[src/rtl/masked_share_encoder_if.sv]
// Share-encoder handshake bundle: plain data in, PRNG word in, three shares out.
// slave is the encoder's view, master is the driver/consumer view.
interface masked_share_encoder_if #(
  parameter int DATA_W = 8
);
  logic                  in_valid_i;
  logic                  in_ready_o;
  logic [DATA_W-1:0]     in_data_i;
  logic                  rnd_valid_i;
  logic                  rnd_ready_o;
  logic [2*DATA_W-1:0]   rnd_i;
  logic                  out_valid_o;
  logic                  out_ready_i;
  logic [DATA_W-1:0]     sh1_o;
  logic [DATA_W-1:0]     sh2_o;
  logic [DATA_W-1:0]     sh3_o;

  modport slave (
    input  in_valid_i, in_data_i, rnd_valid_i, rnd_i, out_ready_i,
    output in_ready_o, rnd_ready_o, out_valid_o, sh1_o, sh2_o, sh3_o
  );

  modport master (
    output in_valid_i, in_data_i, rnd_valid_i, rnd_i, out_ready_i,
    input  in_ready_o, rnd_ready_o, out_valid_o, sh1_o, sh2_o, sh3_o
  );
endinterface

[src/rtl/masked_share_encoder.sv]
// Two-stage three-share Boolean masking encoder (sh1^sh2^sh3 = data).
// Optional stuck-PRNG alarm enabled by defining ZERO_RND_DETECT_EN.
module masked_share_encoder #(
  parameter int DATA_W = 8,
  parameter int CNT_W  = 16
) (
  input  logic                   clk,
  input  logic                   rst_i,
  masked_share_encoder_if.slave  bus,
  output logic [CNT_W-1:0]       byte_cnt_o,
  output logic                   rnd_alarm_o
);

  logic [DATA_W-1:0] r0_s;
  logic [DATA_W-1:0] r1_s;
  logic              s2_free_s;
  logic              s1_free_s;
  logic              accept_s;

  logic              v1_q,   v1_d;
  logic              v2_q,   v2_d;
  logic [DATA_W-1:0] t1_q,   t1_d;
  logic [DATA_W-1:0] m0_q,   m0_d;
  logic [DATA_W-1:0] m1_q,   m1_d;
  logic [DATA_W-1:0] sh1_q,  sh1_d;
  logic [DATA_W-1:0] sh2_q,  sh2_d;
  logic [DATA_W-1:0] sh3_q,  sh3_d;
  logic [CNT_W-1:0]  cnt_q,  cnt_d;

  assign r0_s = bus.rnd_i[DATA_W-1:0];
  assign r1_s = bus.rnd_i[2*DATA_W-1:DATA_W];

  // Ready depends only on the partner's valid and pipeline occupancy, never on own valid.
  assign s2_free_s = !v2_q || bus.out_ready_i;
  assign s1_free_s = !v1_q || s2_free_s;
  assign accept_s  = bus.in_valid_i && bus.rnd_valid_i && s1_free_s;

  assign bus.in_ready_o  = bus.rnd_valid_i && s1_free_s;
  assign bus.rnd_ready_o = bus.in_valid_i  && s1_free_s;
  assign bus.out_valid_o = v2_q;
  assign bus.sh1_o       = sh1_q;
  assign bus.sh2_o       = sh2_q;
  assign bus.sh3_o       = sh3_q;
  assign byte_cnt_o      = cnt_q;

  // Stage 1 only folds in r0; r1 is applied after the register so data never meets both masks at once.
  always_comb begin
    v1_d = v1_q;
    t1_d = t1_q;
    m0_d = m0_q;
    m1_d = m1_q;
    if (accept_s) begin
      v1_d = 1'b1;
      t1_d = bus.in_data_i ^ r0_s;
      m0_d = r0_s;
      m1_d = r1_s;
    end else if (s1_free_s) begin
      v1_d = 1'b0;
    end else begin
      v1_d = v1_q;
    end
  end

  always_comb begin
    v2_d  = v2_q;
    sh1_d = sh1_q;
    sh2_d = sh2_q;
    sh3_d = sh3_q;
    if (s2_free_s) begin
      v2_d = v1_q;
      if (v1_q) begin
        sh1_d = t1_q ^ m1_q;
        sh2_d = m0_q;
        sh3_d = m1_q;
      end else begin
        sh1_d = sh1_q;
      end
    end else begin
      v2_d = v2_q;
    end
  end

  always_comb begin
    cnt_d = cnt_q;
    if (accept_s) begin
      cnt_d = cnt_q + CNT_W'(1);
    end else begin
      cnt_d = cnt_q;
    end
  end

  always_ff @(posedge clk) begin
    if (!rst_i) begin
      v1_q  <= 1'b0;
      v2_q  <= 1'b0;
      t1_q  <= {DATA_W{1'b0}};
      m0_q  <= {DATA_W{1'b0}};
      m1_q  <= {DATA_W{1'b0}};
      sh1_q <= {DATA_W{1'b0}};
      sh2_q <= {DATA_W{1'b0}};
      sh3_q <= {DATA_W{1'b0}};
      cnt_q <= {CNT_W{1'b0}};
    end else begin
      v1_q  <= v1_d;
      v2_q  <= v2_d;
      t1_q  <= t1_d;
      m0_q  <= m0_d;
      m1_q  <= m1_d;
      sh1_q <= sh1_d;
      sh2_q <= sh2_d;
      sh3_q <= sh3_d;
      cnt_q <= cnt_d;
    end
  end

`ifdef ZERO_RND_DETECT_EN
  logic alarm_q, alarm_d;

  // An all-zero mask word on an accepted byte means the PRNG is stuck; latch until reset.
  always_comb begin
    alarm_d = alarm_q;
    if (accept_s && (bus.rnd_i == {(2*DATA_W){1'b0}})) begin
      alarm_d = 1'b1;
    end else begin
      alarm_d = alarm_q;
    end
  end

  always_ff @(posedge clk) begin
    if (!rst_i) begin
      alarm_q <= 1'b0;
    end else begin
      alarm_q <= alarm_d;
    end
  end

  assign rnd_alarm_o = alarm_q;
`else
  assign rnd_alarm_o = 1'b0;
`endif

endmodule

[src/flat_wrapper.sv]
// flat-port wrapper written by rule: the top's interface ports become plain ports
module masked_share_encoder_flat 
#(
  parameter int DATA_W = 8,
  parameter int CNT_W  = 16
)
  (clk, rst_i, byte_cnt_o, rnd_alarm_o, bus_in_valid_i, bus_in_data_i, bus_rnd_valid_i, bus_rnd_i, bus_out_ready_i, bus_in_ready_o, bus_rnd_ready_o, bus_out_valid_o, bus_sh1_o, bus_sh2_o, bus_sh3_o);
  masked_share_encoder_if #(.DATA_W(DATA_W)) bus_i ();
  input  logic clk;
  input  logic rst_i;
  output logic [CNT_W-1:0] byte_cnt_o;
  output logic rnd_alarm_o;
  input wire logic [$bits(bus_i.in_valid_i)-1:0] bus_in_valid_i;
  input wire logic [$bits(bus_i.in_data_i)-1:0] bus_in_data_i;
  input wire logic [$bits(bus_i.rnd_valid_i)-1:0] bus_rnd_valid_i;
  input wire logic [$bits(bus_i.rnd_i)-1:0] bus_rnd_i;
  input wire logic [$bits(bus_i.out_ready_i)-1:0] bus_out_ready_i;
  output wire logic [$bits(bus_i.in_ready_o)-1:0] bus_in_ready_o;
  output wire logic [$bits(bus_i.rnd_ready_o)-1:0] bus_rnd_ready_o;
  output wire logic [$bits(bus_i.out_valid_o)-1:0] bus_out_valid_o;
  output wire logic [$bits(bus_i.sh1_o)-1:0] bus_sh1_o;
  output wire logic [$bits(bus_i.sh2_o)-1:0] bus_sh2_o;
  output wire logic [$bits(bus_i.sh3_o)-1:0] bus_sh3_o;
  assign bus_i.in_valid_i = bus_in_valid_i;
  assign bus_i.in_data_i = bus_in_data_i;
  assign bus_i.rnd_valid_i = bus_rnd_valid_i;
  assign bus_i.rnd_i = bus_rnd_i;
  assign bus_i.out_ready_i = bus_out_ready_i;
  assign bus_in_ready_o = bus_i.in_ready_o;
  assign bus_rnd_ready_o = bus_i.rnd_ready_o;
  assign bus_out_valid_o = bus_i.out_valid_o;
  assign bus_sh1_o = bus_i.sh1_o;
  assign bus_sh2_o = bus_i.sh2_o;
  assign bus_sh3_o = bus_i.sh3_o;
  masked_share_encoder #(.DATA_W(DATA_W), .CNT_W(CNT_W)) u_core (.clk(clk), .rst_i(rst_i), .bus(bus_i), .byte_cnt_o(byte_cnt_o), .rnd_alarm_o(rnd_alarm_o));
endmodule
[config.mk]
export PLATFORM = sky130hd
export DESIGN_NAME = masked_share_encoder_flat
export DESIGN_NICKNAME = d
export VERILOG_FILES = /design/src/rtl/masked_share_encoder_if.sv /design/src/rtl/masked_share_encoder.sv /design/src/flat_wrapper.sv
export SDC_FILE = /design/constraint.sdc
export NUM_CORES = 1
export LEC_CHECK = 0
export BUFFER_PORTS_ARGS = -buffer_cell sky130_fd_sc_hd__clkbuf_2
export CAP_MARGIN = 40
export CORE_MARGIN = 2
export CORE_UTILIZATION = 45
export DETAILED_ROUTE_END_ITERATION = 10
export PLACE_DENSITY_LB_ADDON = 0.12
export SLEW_MARGIN = 30
export SYNTH_ARGS = -nofsm -noshare
export SYNTH_HDL_FRONTEND = slang
export SYNTH_SLANG_ARGS = --single-unit
export TNS_END_PERCENT = 10
[constraint.sdc]
create_clock -name clk -period 2.2 [get_ports clk]
set_input_delay 0.22 -clock clk [delete_from_list [all_inputs] [get_ports clk]]
set_output_delay 0.22 -clock clk [all_outputs]
set_load 0.03 [all_outputs]
# Word-level counts from Yosys, hierarchy flattened
# Index checks and enable logic that the tools add are counted.
[word_totals] in_bits=29 word_cells=24 register_bits=66
[classes] n_reduce_logical=10 bitwise_logic=2 muxes=2 addsub=1
[op_table] op="adder 16 x 1 -> 16 bit, second input constant" count=1
[op_table] op="XOR 8 bit" count=2
[op_table] op="logical AND 1 bit" count=4
[op_table] op="zero test 1 bit" count=2
[op_table] op="logical OR 1 bit" count=2
[op_table] op="2-to-1 mux 1 bit" count=2
[op_table] op="AND reduction 2 bit" count=1
[op_table] op="nonzero test 2 bit" count=1

# Depth between registers and ports, before layout
[logic_depth] word_depth=5 depth_mapped=6 ltp_nobuf=5

# Least setup slack after synthesis
# No wires, ideal clock.
[synth_path] path_kind="reg2reg" startpoint="reg u_core.cnt_q[0] (netlist: u_core.byte_cnt_o[0])" endpoint="reg u_core.cnt_q[14] (netlist: u_core.byte_cnt_o[14])" required_ns=2.130 n_path_buf=1 stages_incl_launch_ff=7 setup_time_ns=0.070 setup_slack_ns=-0.033 arrival_time_ns=2.162 path_cell_list="dfxtp_1 -> ha_1 -> and4_1 -> or4b_1 -> buf_2 -> or4_1 -> a21oi_1"
[synth_between] elab_chain_cells=1
[synth_lines] item="start, declared" line_no="masked_share_encoder.sv:28" text="logic [CNT_W-1:0] cnt_q, cnt_d;"
[synth_lines] item="start signal, assigned" line_no="masked_share_encoder.sv:102" text="cnt_q <= {CNT_W{1'b0}};"
[synth_lines] item="start signal, assigned" line_no="masked_share_encoder.sv:112" text="cnt_q <= cnt_d;"
[synth_lines] item="adder 16 x 1 -> 16 bit" line_no="masked_share_encoder.sv:86" text="cnt_d = cnt_q + CNT_W'(1);"
# Every way passes these cells.
# A chain may end at the register's enable or synchronous reset.

# Final worst setup path
[layout_path] startpoint="reg u_core.cnt_q[0] (netlist: u_core.byte_cnt_o[0])" endpoint="reg u_core.cnt_q[12] (netlist: u_core.byte_cnt_o[12])"
# Same word-level chain as after synthesis.

==> out/metrics.yaml <==
outcome:
  status: "finished clean"
routing:
  ant_nets: 0
  remaining_drc_errors: 0
  wl_um: 5600
  wirelength_met1_um: 2650
  wire_per_inst_um: 12.3
  num_vias: 2228
  wl_met2_um: 2580
  top_layer: "met4"
  viasPerCell: 4.91
  wl_met3_um: 261
  first_iter_violations: 71
  firstDrtPassIters: 4
timing:
  rsz0062_at_grt: "false"
  setup_slack_ns: 0.248
  final.period_utilization: 0.887
  period_minus_slack_ns: 1.95
  worst_pin_slew_ns: 0.653
  final.setup.tns_ns: 0
  timing.hold.ws_ns: 0.102
  relSlewSlack: 0.564
  max_freq_mhz: 512
  slew_viol_final: 0
  setup_viol: 0
  finalHoldViolations: 0
  fin_worst_skew_ns: 0.00804
die:
  core-area_mm2: 0.00554
  num_rows: 27
  die_w_um: 79.8
  start_util: 0.466
  die_h_um: 79.8
  dieArea_mm2: 0.00636
  io_pins: 73
synthesis:
  synthFlopType: "dfxtp_1"
  seq_area_frac_synth: 0.512
  post_synth.cell_area_avg_um2: 8.33
  synth_seq_cells: 66
  ys_warn_count: 0
  syn_nets: 340
  syn_area_mm2: 0.00258
  synth_cell_types: 30
  async_flop_share: 0
  synth_edf_count: 0
  syn_inst: 310
layout:
  fill_cells: 564
  postLayoutCoreUtil: 0.579
  final_cell_mix: "nand2_1, clkbuf_2, dfxtp_1"
  diodes: 0
  drive_above_1_share: 0.251
  num-nets-final: 407
  seq_area_mm2: 0.00132
  multiInputGateArea_mm2: 0.00116
  final_common_cell: "nand2_1"
  area_growth_pct: 24.2
worst_setup_path:
  path_max_fanout: 6
  rr_endpoint: "u_core.byte_cnt_o[12]"
  required_ns: 2.46
  reg2reg_depth: 6
  startpoint_type: "register"
  cp-end-kind: "register"
  crit_path_max_incr_delay_ns: 0.47
  path_class: "register to register"
  ff2ff_setup_slack_ns: 0.25
  crit_chain: "ha_1 -> and4_1 -> or4b_1 -> buf_4 -> or3_1 -> a21oi_1"
  cp.arrival_ns: 2.22
  slowest_stage: "or4b_1"
  worstReg2RegStart: "u_core.byte_cnt_o[0]"
  worstSetupEndpoint: "u_core.byte_cnt_o[12]"
  startpoint: "u_core.byte_cnt_o[0]"
placement:
  io_buffers: 71
  gp_congestion: 0.753
  dp_hpwl_um: 3730
  place_ws_ns: 0.263
power:
  p_leak_nw: 1.25
  vdd_drop_max_v: 0.000447
  p_per_area_mw_per_mm2: 782
cts:
  post_cts_buffers: 0
  cts_made_buffers: 9
  clkTransAtPathRegs_ns: 0.07
  clk_latency_ns: 0.33
  cts_sinks: 66
  clock-root-buffer: "clkbuf_8"
  cts_tree: "done"
  cts_resized: 0
  htree_num_levels: 3
  ctsHoldBuffers: 0
  clk_path_buf_depth: 2
grt:
  grt_pass1_vias: 2001
  grt-ovfl-total: 0
  grt.total_usage: 0.186
  grt_antenna_before_repair: 0
  grt_max_degree: 51
  grt_pass1_wl_um: 9230
worst_hold_path:
  min_path_type: "input pin to register"
  worstHoldPathCells: 3
job:
  maxCapViolCount: 0
-- where the power goes --
group	total, W	internal, W	switching (W)	leakage [nW]
logic	0.000219	0.0000849	0.000134	0.605
clock network	0.00103	0.000579	0.000450	0.105
registers	0.00126	0.00123	0.0000262	0.537
total	0.00251	0.00190	0.000610	1.25
-- critical path: cells and delay by family, from the launching register on --
family | cells | cell delay (ns)
fa+ha+maj | 1 | 0.17
simple gates | 3 | 1.04
buf+inv | 1 | 0.18
flops | 1 | 0.37
compound gates | 1 | 0.14
-- flip-flops by register name, summed over array words and instances, names as in the netlist --
register,flops
u_core.t1_q,8
u_core.bus.sh3_o,8
u_core.byte_cnt_o,16
u_core.m0_q,8
u_core.bus.sh2_o,8
u_core.v1_q,1
u_core.m1_q,8
u_core.bus.sh1_o,8
u_core.bus.out_valid_o,1
-- synthesized netlist by cell type, drive strengths merged (2+ instances only) --
cell type / count / area (um^2)
o31ai: 2 / 15.0
or4: 3 / 22.5
clkbuf: 16 / 60.1
a211oi: 16 / 120
or3: 4 / 25.0
xnor2: 21 / 184
nor2: 25 / 93.8
nand2b: 2 / 12.5
o21ai: 4 / 20.0
a21oi: 41 / 205
inv: 6 / 22.5
dfxtp: 66 / 1320
nand3: 5 / 25.0
nand4: 3 / 18.8
nor4: 3 / 18.8
xor2: 3 / 26.3
buf: 4 / 20.0
and2: 4 / 25.0
nand2: 73 / 274
-- kinds of logic (layout without fill, tap and decap cells) --
group                    after synthesis  after routing  share of synthesized area
AND/OR/NAND/NOR                      128            128                      0.218
flip-flops                            66             66                      0.512
AO/OA/AOI/OAI                         63             63                      0.140
buffers and inverters                 26             98                     0.0397
XOR/XNOR                              24             24                     0.0814
adder cells (fa/ha/maj)                1              1                    0.00484
other                                  1              1                    0.00145
multiplexers                           1              1                    0.00388
-- layout make-up --
class / instances / area share
Sequential cell: 66 / 0.413
Multi-Input combinational cell: 218 / 0.362
Timing Repair Buffer: 76 / 0.126
Clock buffer: 11 / 0.0472
Tap cell: 72 / 0.0281
Clock inverter: 5 / 0.0164
Inverter: 6 / 0.00702
-- how the worst min path moves through the flow --
stage                               from                   to  slack [ns]
after floorplan             bus_rnd_i[0]       u_core.m0_q[0]        0.36
after global placement    u_core.m0_q[1]  u_core.bus.sh2_o[1]        0.44
after detailed placement  u_core.m0_q[1]  u_core.bus.sh2_o[1]        0.44
after CTS                  bus_rnd_i[13]       u_core.m1_q[5]        0.09
after global routing       bus_rnd_i[13]       u_core.m1_q[5]         0.1
final                      bus_rnd_i[13]       u_core.m1_q[5]        0.10
-- per-layer routing --
metal	track usage	up-vias
met1	0.242	992
met4	0.0864	0
met3	0.0407	10
met5	0	-
li1	-	1174
met2	0.295	52
-- per-stage QoR --
step	total power [W]	instance area, um^2	instances
after floorplan	0.00143	2580	310
after detailed placement	0.00151	3000	438
after CTS	0.00254	3210	454
final	0.00251	3210	454
after global placement	0.00151	3000	438
after global routing	0.00262	3210	454
No activity file was read; power rests on OpenSTA's default activity.
